[src/rtl/spi_slave.sv]
// SPI Mode 0 responder: 8-bit frames, MSB first, oversampled on clk.
// Received bytes come out with a one-cycle rx_valid_o pulse. Transmit bytes
// are queued through a single valid/ready holding register.
// Optional macro SPIS_WATCHDOG_EN adds an SCK-inactivity watchdog and the
// WAIT_CS state.
module spi_slave #(
    parameter logic [7:0]  TX_DEFAULT     = 8'hFF,
    parameter int unsigned WATCHDOG_LIMIT = 100000
) (
    input  logic       clk,
    input  logic       rst_n,
    input  logic [7:0] tx_data_i,
    input  logic       tx_valid_i,
    output logic       tx_ready_o,
    output logic [7:0] rx_data_o,
    output logic       rx_valid_o,
    output logic       underrun_o,
    output logic       error_o,
    output logic       busy_o,
    input  logic       sck_i,
    input  logic       mosi_i,
    input  logic       cs_n_i,
    output logic       miso_o,
    output logic       miso_oe_o
);

    typedef enum logic [1:0] {
        IDLE    = 2'd0,
        ACTIVE  = 2'd1,
        WAIT_CS = 2'd2
    } state_t;

    // Synchronizer chains: meta -> sync, plus a previous copy for edge detection
    logic sck_meta_q, sck_sync_q, sck_prev_q;
    logic mosi_meta_q, mosi_sync_q;
    logic cs_meta_q, cs_sync_q, cs_prev_q;

    logic sck_rise_s, sck_fall_s, cs_fall_s, cs_rise_s;

    state_t     state_q, state_d;
    logic [7:0] tx_shift_q, tx_shift_d;
    logic [7:0] rx_shift_q, rx_shift_d;
    logic [7:0] hold_q, hold_d;
    logic       tx_ready_q, tx_ready_d;
    logic [3:0] bit_cnt_q, bit_cnt_d;
    logic [7:0] rx_data_q, rx_data_d;
    logic       rx_valid_q, rx_valid_d;
    logic       underrun_q, underrun_d;
    logic       error_q, error_d;
    logic       miso_q, miso_d;
    logic       miso_oe_q, miso_oe_d;
    logic       busy_q, busy_d;
    logic       load_s, wr_s;
`ifdef SPIS_WATCHDOG_EN
    logic [31:0] wd_cnt_q, wd_cnt_d;
`endif

    // Bring the asynchronous SPI pins into the clk domain
    always_ff @(posedge clk or negedge rst_n) begin
        if (!rst_n) begin
            sck_meta_q  <= 1'b0;
            sck_sync_q  <= 1'b0;
            sck_prev_q  <= 1'b0;
            mosi_meta_q <= 1'b0;
            mosi_sync_q <= 1'b0;
            cs_meta_q   <= 1'b1;
            cs_sync_q   <= 1'b1;
            cs_prev_q   <= 1'b1;
        end else begin
            sck_meta_q  <= sck_i;
            sck_sync_q  <= sck_meta_q;
            sck_prev_q  <= sck_sync_q;
            mosi_meta_q <= mosi_i;
            mosi_sync_q <= mosi_meta_q;
            cs_meta_q   <= cs_n_i;
            cs_sync_q   <= cs_meta_q;
            cs_prev_q   <= cs_sync_q;
        end
    end

    assign sck_rise_s = sck_sync_q & ~sck_prev_q;
    assign sck_fall_s = ~sck_sync_q & sck_prev_q;
    assign cs_fall_s  = ~cs_sync_q & cs_prev_q;
    assign cs_rise_s  = cs_sync_q & ~cs_prev_q;
    assign wr_s       = tx_valid_i & tx_ready_q;

    // Next-state, shift, holding-register and pulse logic
    always_comb begin
        state_d    = state_q;
        tx_shift_d = tx_shift_q;
        rx_shift_d = rx_shift_q;
        hold_d     = hold_q;
        tx_ready_d = tx_ready_q;
        bit_cnt_d  = bit_cnt_q;
        rx_data_d  = rx_data_q;
        rx_valid_d = 1'b0;
        underrun_d = 1'b0;
        error_d    = 1'b0;
        miso_d     = miso_q;
        load_s     = 1'b0;
`ifdef SPIS_WATCHDOG_EN
        if ((state_q != ACTIVE) || sck_rise_s || sck_fall_s) begin
            wd_cnt_d = 32'd0;
        end else begin
            wd_cnt_d = wd_cnt_q + 32'd1;
        end
`endif

        case (state_q)
            IDLE: begin
                if (cs_fall_s) begin
                    load_s  = 1'b1;
                    state_d = ACTIVE;
                end else begin
                    state_d = IDLE;
                end
            end
            ACTIVE: begin
                if (cs_rise_s) begin
                    // A deselect between bytes is a clean end; mid-byte is an abort
                    state_d   = IDLE;
                    error_d   = (bit_cnt_q != 4'd0) && (bit_cnt_q != 4'd8);
                    bit_cnt_d = 4'd0;
`ifdef SPIS_WATCHDOG_EN
                end else if (wd_cnt_q > WATCHDOG_LIMIT) begin
                    state_d   = WAIT_CS;
                    error_d   = 1'b1;
                    bit_cnt_d = 4'd0;
`endif
                end else if (sck_rise_s && (bit_cnt_q < 4'd8)) begin
                    rx_shift_d = {rx_shift_q[6:0], mosi_sync_q};
                    bit_cnt_d  = bit_cnt_q + 4'd1;
                    if (bit_cnt_q == 4'd7) begin
                        rx_data_d  = {rx_shift_q[6:0], mosi_sync_q};
                        rx_valid_d = 1'b1;
                    end else begin
                        rx_valid_d = 1'b0;
                    end
                end else if (sck_fall_s) begin
                    if (bit_cnt_q == 4'd8) begin
                        load_s = 1'b1;
                    end else begin
                        tx_shift_d = {tx_shift_q[6:0], 1'b0};
                        miso_d     = tx_shift_q[6];
                    end
                end else begin
                    state_d = ACTIVE;
                end
            end
            WAIT_CS: begin
                if (cs_sync_q) begin
                    state_d = IDLE;
                end else begin
                    state_d = WAIT_CS;
                end
            end
            default: begin
                state_d = IDLE;
            end
        endcase

        // Byte-start load: take the queued byte, or fall back to TX_DEFAULT
        if (load_s) begin
            bit_cnt_d = 4'd0;
            if (!tx_ready_q) begin
                tx_shift_d = hold_q;
                miso_d     = hold_q[7];
                tx_ready_d = 1'b1;
            end else begin
                tx_shift_d = TX_DEFAULT;
                miso_d     = TX_DEFAULT[7];
                underrun_d = 1'b1;
            end
        end else begin
            bit_cnt_d = bit_cnt_d;
        end

        // A write that races an empty-register load stays queued for the next byte
        if (wr_s) begin
            hold_d     = tx_data_i;
            tx_ready_d = 1'b0;
        end else begin
            hold_d = hold_d;
        end

        miso_oe_d = (state_d == ACTIVE);
        busy_d    = (state_d == ACTIVE);
    end

    // State and registered outputs
    always_ff @(posedge clk or negedge rst_n) begin
        if (!rst_n) begin
            state_q    <= IDLE;
            tx_shift_q <= 8'h00;
            rx_shift_q <= 8'h00;
            hold_q     <= 8'h00;
            tx_ready_q <= 1'b1;
            bit_cnt_q  <= 4'd0;
            rx_data_q  <= 8'h00;
            rx_valid_q <= 1'b0;
            underrun_q <= 1'b0;
            error_q    <= 1'b0;
            miso_q     <= 1'b0;
            miso_oe_q  <= 1'b0;
            busy_q     <= 1'b0;
        end else begin
            state_q    <= state_d;
            tx_shift_q <= tx_shift_d;
            rx_shift_q <= rx_shift_d;
            hold_q     <= hold_d;
            tx_ready_q <= tx_ready_d;
            bit_cnt_q  <= bit_cnt_d;
            rx_data_q  <= rx_data_d;
            rx_valid_q <= rx_valid_d;
            underrun_q <= underrun_d;
            error_q    <= error_d;
            miso_q     <= miso_d;
            miso_oe_q  <= miso_oe_d;
            busy_q     <= busy_d;
        end
    end

`ifdef SPIS_WATCHDOG_EN
    // SCK inactivity counter
    always_ff @(posedge clk or negedge rst_n) begin
        if (!rst_n) begin
            wd_cnt_q <= 32'd0;
        end else begin
            wd_cnt_q <= wd_cnt_d;
        end
    end
`endif

    assign tx_ready_o = tx_ready_q;
    assign rx_data_o  = rx_data_q;
    assign rx_valid_o = rx_valid_q;
    assign underrun_o = underrun_q;
    assign error_o    = error_q;
    assign busy_o     = busy_q;
    assign miso_o     = miso_q;
    assign miso_oe_o  = miso_oe_q;

endmodule
[config.mk]
export PLATFORM = sky130hd
export DESIGN_NAME = spi_slave
export DESIGN_NICKNAME = d
export VERILOG_FILES = /design/src/rtl/spi_slave.sv
export SDC_FILE = /design/constraint.sdc
export NUM_CORES = 1
export LEC_CHECK = 0
export CAP_MARGIN = 20
export CORE_UTILIZATION = 35
export DETAILED_ROUTE_END_ITERATION = 10
export HOLD_SLACK_MARGIN = 0.1
export RECOVER_POWER = 50
export SYNTH_ARGS = -nofsm -noshare
export SYNTH_HDL_FRONTEND = slang
export SYNTH_SLANG_ARGS = --single-unit
[constraint.sdc]
create_clock -name clk -period 3.32 [get_ports clk]
set_input_delay 0.332 -clock clk [delete_from_list [all_inputs] [get_ports clk]]
set_output_delay 0.332 -clock clk [all_outputs]
set_load 0.005 [all_outputs]
==> results.json, run 1 <==
{
  "status": "finished, final reports clean",
  "ios": 29,
  "grt_pass1_vias": 1328,
  "synth_flop_cell": "dfrtp_1",
  "synthesis.nets": 195,
  "gp_congestion": 0.733,
  "nets": 227,
  "combPwrFrac_pct": 21.4,
  "setup_viol": 0,
  "overflow": 0,
  "grt_use_met3_pct": 2.74,
  "start_kind": "input pin",
  "async_reset_ff_share_pct": 100,
  "p_leak_uw": 0.00115,
  "cpPeakStageDelay_ps": 830,
  "top_usage_layer": "met2",
  "worstPathArrival_ps": 2410,
  "p_sw_uw": 469,
  "drt_iter0_drc": 80,
  "antenna_found_initial": 0,
  "grt_pass1_wl_microns": 6460,
  "dpl_worst_slack_ps": 1360,
  "drc": 0,
  "synthesis.area_sq_mm": 0.00212,
  "hp-class": "flop to flop",
  "cp-end-kind": "async pin",
  "period_share_pct": 61.7,
  "wl_microns": 3640,
  "via_per_inst": 4.80,
  "cts_made_buffers": 5,
  "ctsRootBufferMaster": "clkbuf_8",
  "use_met1_pct": 19.3,
  "final.min_clock_period_ps": 2050,
  "drv_slew": 0,
  "core-area_sq_mm": 0.00568,
  "seqPwrFrac_pct": 52.7,
  "grtUsageMet2_pct": 19.4,
  "max_freq_mhz": 488,
  "syn_area_per_cell_sq_um": 11.8,
  "cp_max_fo": 29,
  "syn_inst": 179,
  "synth_cell_types": 38,
  "fin_ws_ps": 1270,
  "skew_ps": 13.3,
  "grt_max_degree": 30,
  "cts_tree": "yes",
  "die_w_microns": 79.8,
  "clk_pin_slew_worst_paths_ps": 90,
  "cts_sinks": 50,
  "yosysWarningCount": 0,
  "n_fill_cell": 542,
  "synth_edf_count": 0,
  "drv_cap": 0,
  "htree_levels": 2,
  "finalHoldViolations": 0,
  "start_util_pct": 37.3,
  "wl_per_cell_microns": 12.8,
  "post_cts_buffers": 0,
  "multiInputGateArea_sq_um": 785,
  "clk_latency_ps": 300,
  "ant_nets": 0,
  "io_buffers": 28,
  "die_h_microns": 79.8,
  "crit_chain": "dlygate4sd3_1 > clkbuf_1 > clkbuf_2",
  "switching_share_pct": 28.4,
  "via_count": 1364,
  "ir_worst_vdd_v": 0.000288,
  "ys_ff_latch": 50,
  "antenna_cells": 0,
  "grtUsageTotal_pct": 13.3,
  "tightest_slew_ps": 1130,
  "detailed_place_hpwl_microns": 2480,
  "postCtsHoldBufs": 1,
  "p_per_area_mw_per_mm2": 642,
  "final_layout_size_suffix_gt1_share_pct": 17.9,
  "first_pass_iters": 4,
  "finish.utilization_pct": 45.3,
  "critPathSlowestCell": "clkbuf_1",
  "max_slew_margin_pct": 24.9,
  "clk_path_buf_depth": 2,
  "seqCellArea_sq_mm": 0.00126,
  "ctsResizeCount": 0,
  "fin_tns_setup_ps": 0,
  "rsz0062_at_grt": "no",
  "internal_power_uw": 1180,
  "yosysSeqAreaShare_pct": 59.3,
  "die_area_sq_mm": 0.00636,
  "rows": 27,
  "p_clk_share_pct": 26.0,
  "syn2layout_area_growth_pct": 21.5,
  "critPathRequiredTime_ps": 3680,
  "crit_type": "input pin to async pin"
}
-- logic make-up after synthesis --
kind of cell / after synthesis / share of synthesized area (%)
compound gates: 30 / 9.46
fa+ha+maj: 2 / 1.18
buf+inv: 15 / 3.61
flops: 50 / 59.3
mux: 17 / 10.4
simple gates: 65 / 16.0
-- worst paths after layout --
check                                           start                  endpoint  slack (ps)  cells past startpoint
min in group asynchronous                       rst_n  rx_data_o[6]$_DFFE_PN0P_         750                      2
worst max-delay path                            rst_n  bit_cnt_q[0]$_DFFE_PN0P_        1270                      3
worst min register to register  mosi_meta_q$_DFF_PN0_     mosi_sync_q$_DFF_PN0_         360                      0
max in group clk                 sck_prev_q$_DFF_PN0_  rx_data_o[5]$_DFFE_PN0P_        1370                      4
worst min-delay path            mosi_meta_q$_DFF_PN0_     mosi_sync_q$_DFF_PN0_         360                      0
worst max register to register   sck_prev_q$_DFF_PN0_  rx_data_o[5]$_DFFE_PN0P_        1370                      4
-- power by group through the flow --
| stage | clock, uW | combinational, uW | sequential (uW) |
|---|---|---|---|
| finish | 429 | 353 | 870 |
| global route | 468 | 405 | 897 |
| global placement | 0 | 348 | 881 |
| floorplan | 0 | 262 | 844 |
| detailed placement | 0 | 354 | 885 |
| CTS | 436 | 360 | 873 |
-- Yosys cell counts, types with 2 or more instances --
| cell type | number | area [sq um] |
|---|---|---|
| a21oi_1 | 3 | 15.0 |
| and3_2 | 4 | 30.0 |
| clkbuf_1 | 3 | 11.3 |
| dfrtp_1 | 46 | 1150 |
| dfstp_2 | 4 | 105 |
| ha_1 | 2 | 25.0 |
| inv_1 | 10 | 37.5 |
| mux2_2 | 8 | 90.1 |
| mux2_4 | 8 | 120 |
| nand2_1 | 27 | 101 |
| nand2b_1 | 2 | 12.5 |
| nand3_1 | 3 | 15.0 |
| nor2_1 | 14 | 52.6 |
| nor3b_1 | 2 | 15.0 |
| o21a_1 | 2 | 15.0 |
| o21ai_0 | 13 | 65.1 |
| o221ai_1 | 7 | 61.3 |
-- per-layer routing --
layer	vias up	wire, microns
met5	-	0
met2	27	1560
met1	653	1940
met4	0	30
li1	680	-
met3	4	112
-- layout by cell type (no fill, tap or decap), drive strengths merged, types with 2 or more instances in the layout --
cell,netlist,final
a21oi,3,3
and2b,2,2
and3,6,6
clkbuf,3,7
clkdlybuf4s50,0,24
clkinvlp,0,2
dfrtp,46,46
dfstp,4,4
dlygate4sd3,0,4
ha,2,2
inv,10,10
mux2,16,16
nand2,27,27
nand2b,2,2
nand3,3,3
nor2,14,14
nor3b,2,2
o21a,2,2
o21ai,13,13
o221ai,7,7
or3b,2,2
-- critical path: cells and delay by family --
kind,cells,cell delay [ps]
buffers and inverters,3,2070
-- sequential cells by signal, summed over array words and instances, names as in the netlist, 2 cells and up --
| signal | flops |
|---|---|
| hold_q | 8 |
| rx_shift_q | 7 |
| state_q | 2 |
| tx_shift_q | 7 |
| bit_cnt_q | 4 |
| rx_data_o | 8 |
-- final cells by class --
cell class / count / share of cell area (%)
tap: 72 / 3.50
timing repair buffer: 30 / 11.2
clock inverter: 3 / 1.75
multi-input combinational: 114 / 30.5
inverter: 10 / 1.46
sequential: 50 / 48.9
clock buffer: 5 / 2.68
-- metrics by stage --
stage / power (uW) / hold WS (ps) / cells / area [sq um]
after floorplan: 1110 / 36.4 / 179 / 2120
after global placement: 1230 / 317 / 275 / 2450
after global routing: 1770 / 374 / 284 / 2570
final: 1650 / 357 / 284 / 2570
after CTS: 1670 / 358 / 284 / 2570
after detailed placement: 1240 / 331 / 275 / 2450
Power figures use the tool's default switching activity.
==> run 2, diff against run 1 <==
Clock period 3.32 ns to 2.1 ns, I/O delays scaled along.
==> run 2 against run 1 <==
  * Critical path depth grew 2
  * Routed wire length grew 0.71%
  * Cell count grew 0.35%
  * Cell area shrank 0.19%
  * Sequential cell count is the same
  * Largest power group unchanged
==> results.json, run 2 (synthesis results as in run 1) <==
{
  "status": "finished, final reports clean",
  "crit_type": "flop to flop",
  "tightest_slew_ps": 1340,
  "placed_area_sq_mm": 0.00248,
  "critPathBufInv": 1,
  "cts_tree": "yes",
  "holdPathStages": 0,
  "via_count": 1409,
  "wl_microns": 3660,
  "cts_sinks": 50,
  "io_buffers": 28,
  "critPathRequiredTime_ps": 2270,
  "clk_pin_slew_worst_paths_ps": 90,
  "core-area_sq_mm": 0.00568,
  "clk_path_buf_depth": 2,
  "grt_max_degree": 28,
  "r2r_slack_ps": 320,
  "ctsRootBufferMaster": "clkbuf_8",
  "syn2layout_area_growth_pct": 21.2,
  "nets": 229,
  "ir_worst_vdd_v": 0.000487,
  "htree_levels": 2,
  "die_h_microns": 79.8,
  "start_util_pct": 37.3,
  "worstPathArrival_ps": 1950,
  "cts_made_buffers": 5,
  "setup_viol": 0,
  "final_common_cell": "dfrtp_1",
  "final.min_clock_period_ps": 1780,
  "ios": 29,
  "drt_iter0_drc": 92,
  "gp_congestion": 0.768,
  "grtUsageTotal_pct": 13.4,
  "p_leak_uw": 0.00116,
  "antenna_cells": 0,
  "cpPeakStageDelay_ps": 500,
  "n_fill_cell": 542,
  "first_pass_iters": 4,
  "final_layout_size_suffix_gt1_share_pct": 18.3,
  "rsz0062_at_grt": "no",
  "final_cell_mix": "dfrtp_1 (46), nand2_1 (27), clkdlybuf4s50_1 (24), nor2_1 (14), o21ai_0 (13)",
  "ctsResizeCount": 0,
  "grt_pass1_vias": 1346,
  "grt_pass1_wl_microns": 6460,
  "die_area_sq_mm": 0.00636,
  "crit_chain": "inv_1 > ha_1 > nand3b_1 > o21ai_0 > o21ai_0",
  "cp_max_fo": 13,
  "start_kind": "flop",
  "hp-class": "flop to flop",
  "path_depth": 5,
  "ant_nets": 0,
  "period_share_pct": 84.6,
  "max_slew_margin_pct": 10.9,
  "cp-end-kind": "flop",
  "p_per_area_mw_per_mm2": 957,
  "finalHoldViolations": 0,
  "critPathSlowestCell": "o21ai_0",
  "fin_tns_setup_ps": 0,
  "antenna_found_initial": 0,
  "cp_top_family": "compound AO/OA/AOI/OAI gates",
  "rows": 27,
  "via_per_inst": 4.94,
  "p_total_uw": 2460,
  "overflow": 0,
  "detailed_place_hpwl_microns": 2530,
  "max_freq_mhz": 563,
  "drv_slew": 0,
  "reg2regPathDepth": 5,
  "crit_top_cell": "o21ai_0",
  "wl_per_cell_microns": 12.9,
  "finish.utilization_pct": 45.2,
  "die_w_microns": 79.8,
  "stdcell_area_sq_mm": 0.00257,
  "clk_latency_ps": 300,
  "drc": 0,
  "skew_ps": 9.31,
  "drv_cap": 0
}
[run 2: cell count changes in the layout (fill, tap and decap cells not counted)]
| cell | before | now |
|---|---|---|
| buf_4 | 0 | 2 |
| clkinv_2 | 0 | 2 |
| clkinvlp_4 | 2 | 0 |
| buf_12 | 0 | 1 |
| bufinv_16 | 1 | 0 |
| clkbuf_2 | 1 | 0 |
[run 2: final cells by class]
cell class	instances	area, sq um	share of cell area, %
inverter	10	37.5	1.46
timing repair buffer	32	319	12.4
sequential	50	1260	49.0
clock inverter	2	10.0	0.390
tap	72	90.1	3.51
multi-input combinational	114	785	30.6
clock buffer	5	68.8	2.68
[run 2: per-layer routing]
metal | global-route usage (%) | wire, microns | part of all wire, %
met3 | 3.09 | 154 | 4.2
met2 | 20.2 | 1620 | 44
met4 | 5.89 | 52 | 1.4
met5 | 0 | 0 | 0
met1 | 18.5 | 1830 | 50
[run 2: where the power goes]
group          switching (uW)  internal [uW]
registers                 163           1210
clock network             300            224
logic                     244            315
[run 2: worst reg2reg max path, delay by kind of cell (launching register included)]
family	cells	cell delay, ps
AO/OA/AOI/OAI	2	650
buffers and inverters	1	80
adder cells (fa/ha/maj)	1	170
AND/OR/NAND/NOR	1	320
flip-flops	1	430
[run 2: repair_timing]
| action | CTS | global route |
|---|---|---|
| hold endpoints to repair | 22 | 0 |
| buffers inserted | 0 | 0 |
| hold buffers | 1 | 0 |
| setup endpoints to repair | 0 | 0 |
[run 2: metrics by stage]
stage               std cells  setup WS (ps)  hold WS [ps]
floorplan                 179            275         -85.6
global placement          277            360           239
detailed placement        277            323           236
CTS                       285            300           316
global route              285           82.3           373
finish                    285            322           357
[run 2: path summary, 6_finish.rpt]
| kind | end | startpoint |
|---|---|---|
| min reg2reg | sck_sync_q$_DFF_PN0_ | sck_meta_q$_DFF_PN0_ |
| min | sck_sync_q$_DFF_PN0_ | sck_meta_q$_DFF_PN0_ |
| max in group asynchronous | tx_ready_o$_DFFE_PN1P_ | rst_n |
| min in group asynchronous | state_q[1]$_DFF_PN0_ | rst_n |
| max reg2reg | bit_cnt_q[3]$_DFFE_PN0P_ | bit_cnt_q[0]$_DFFE_PN0P_ |
| max | bit_cnt_q[3]$_DFFE_PN0P_ | bit_cnt_q[0]$_DFFE_PN0P_ |
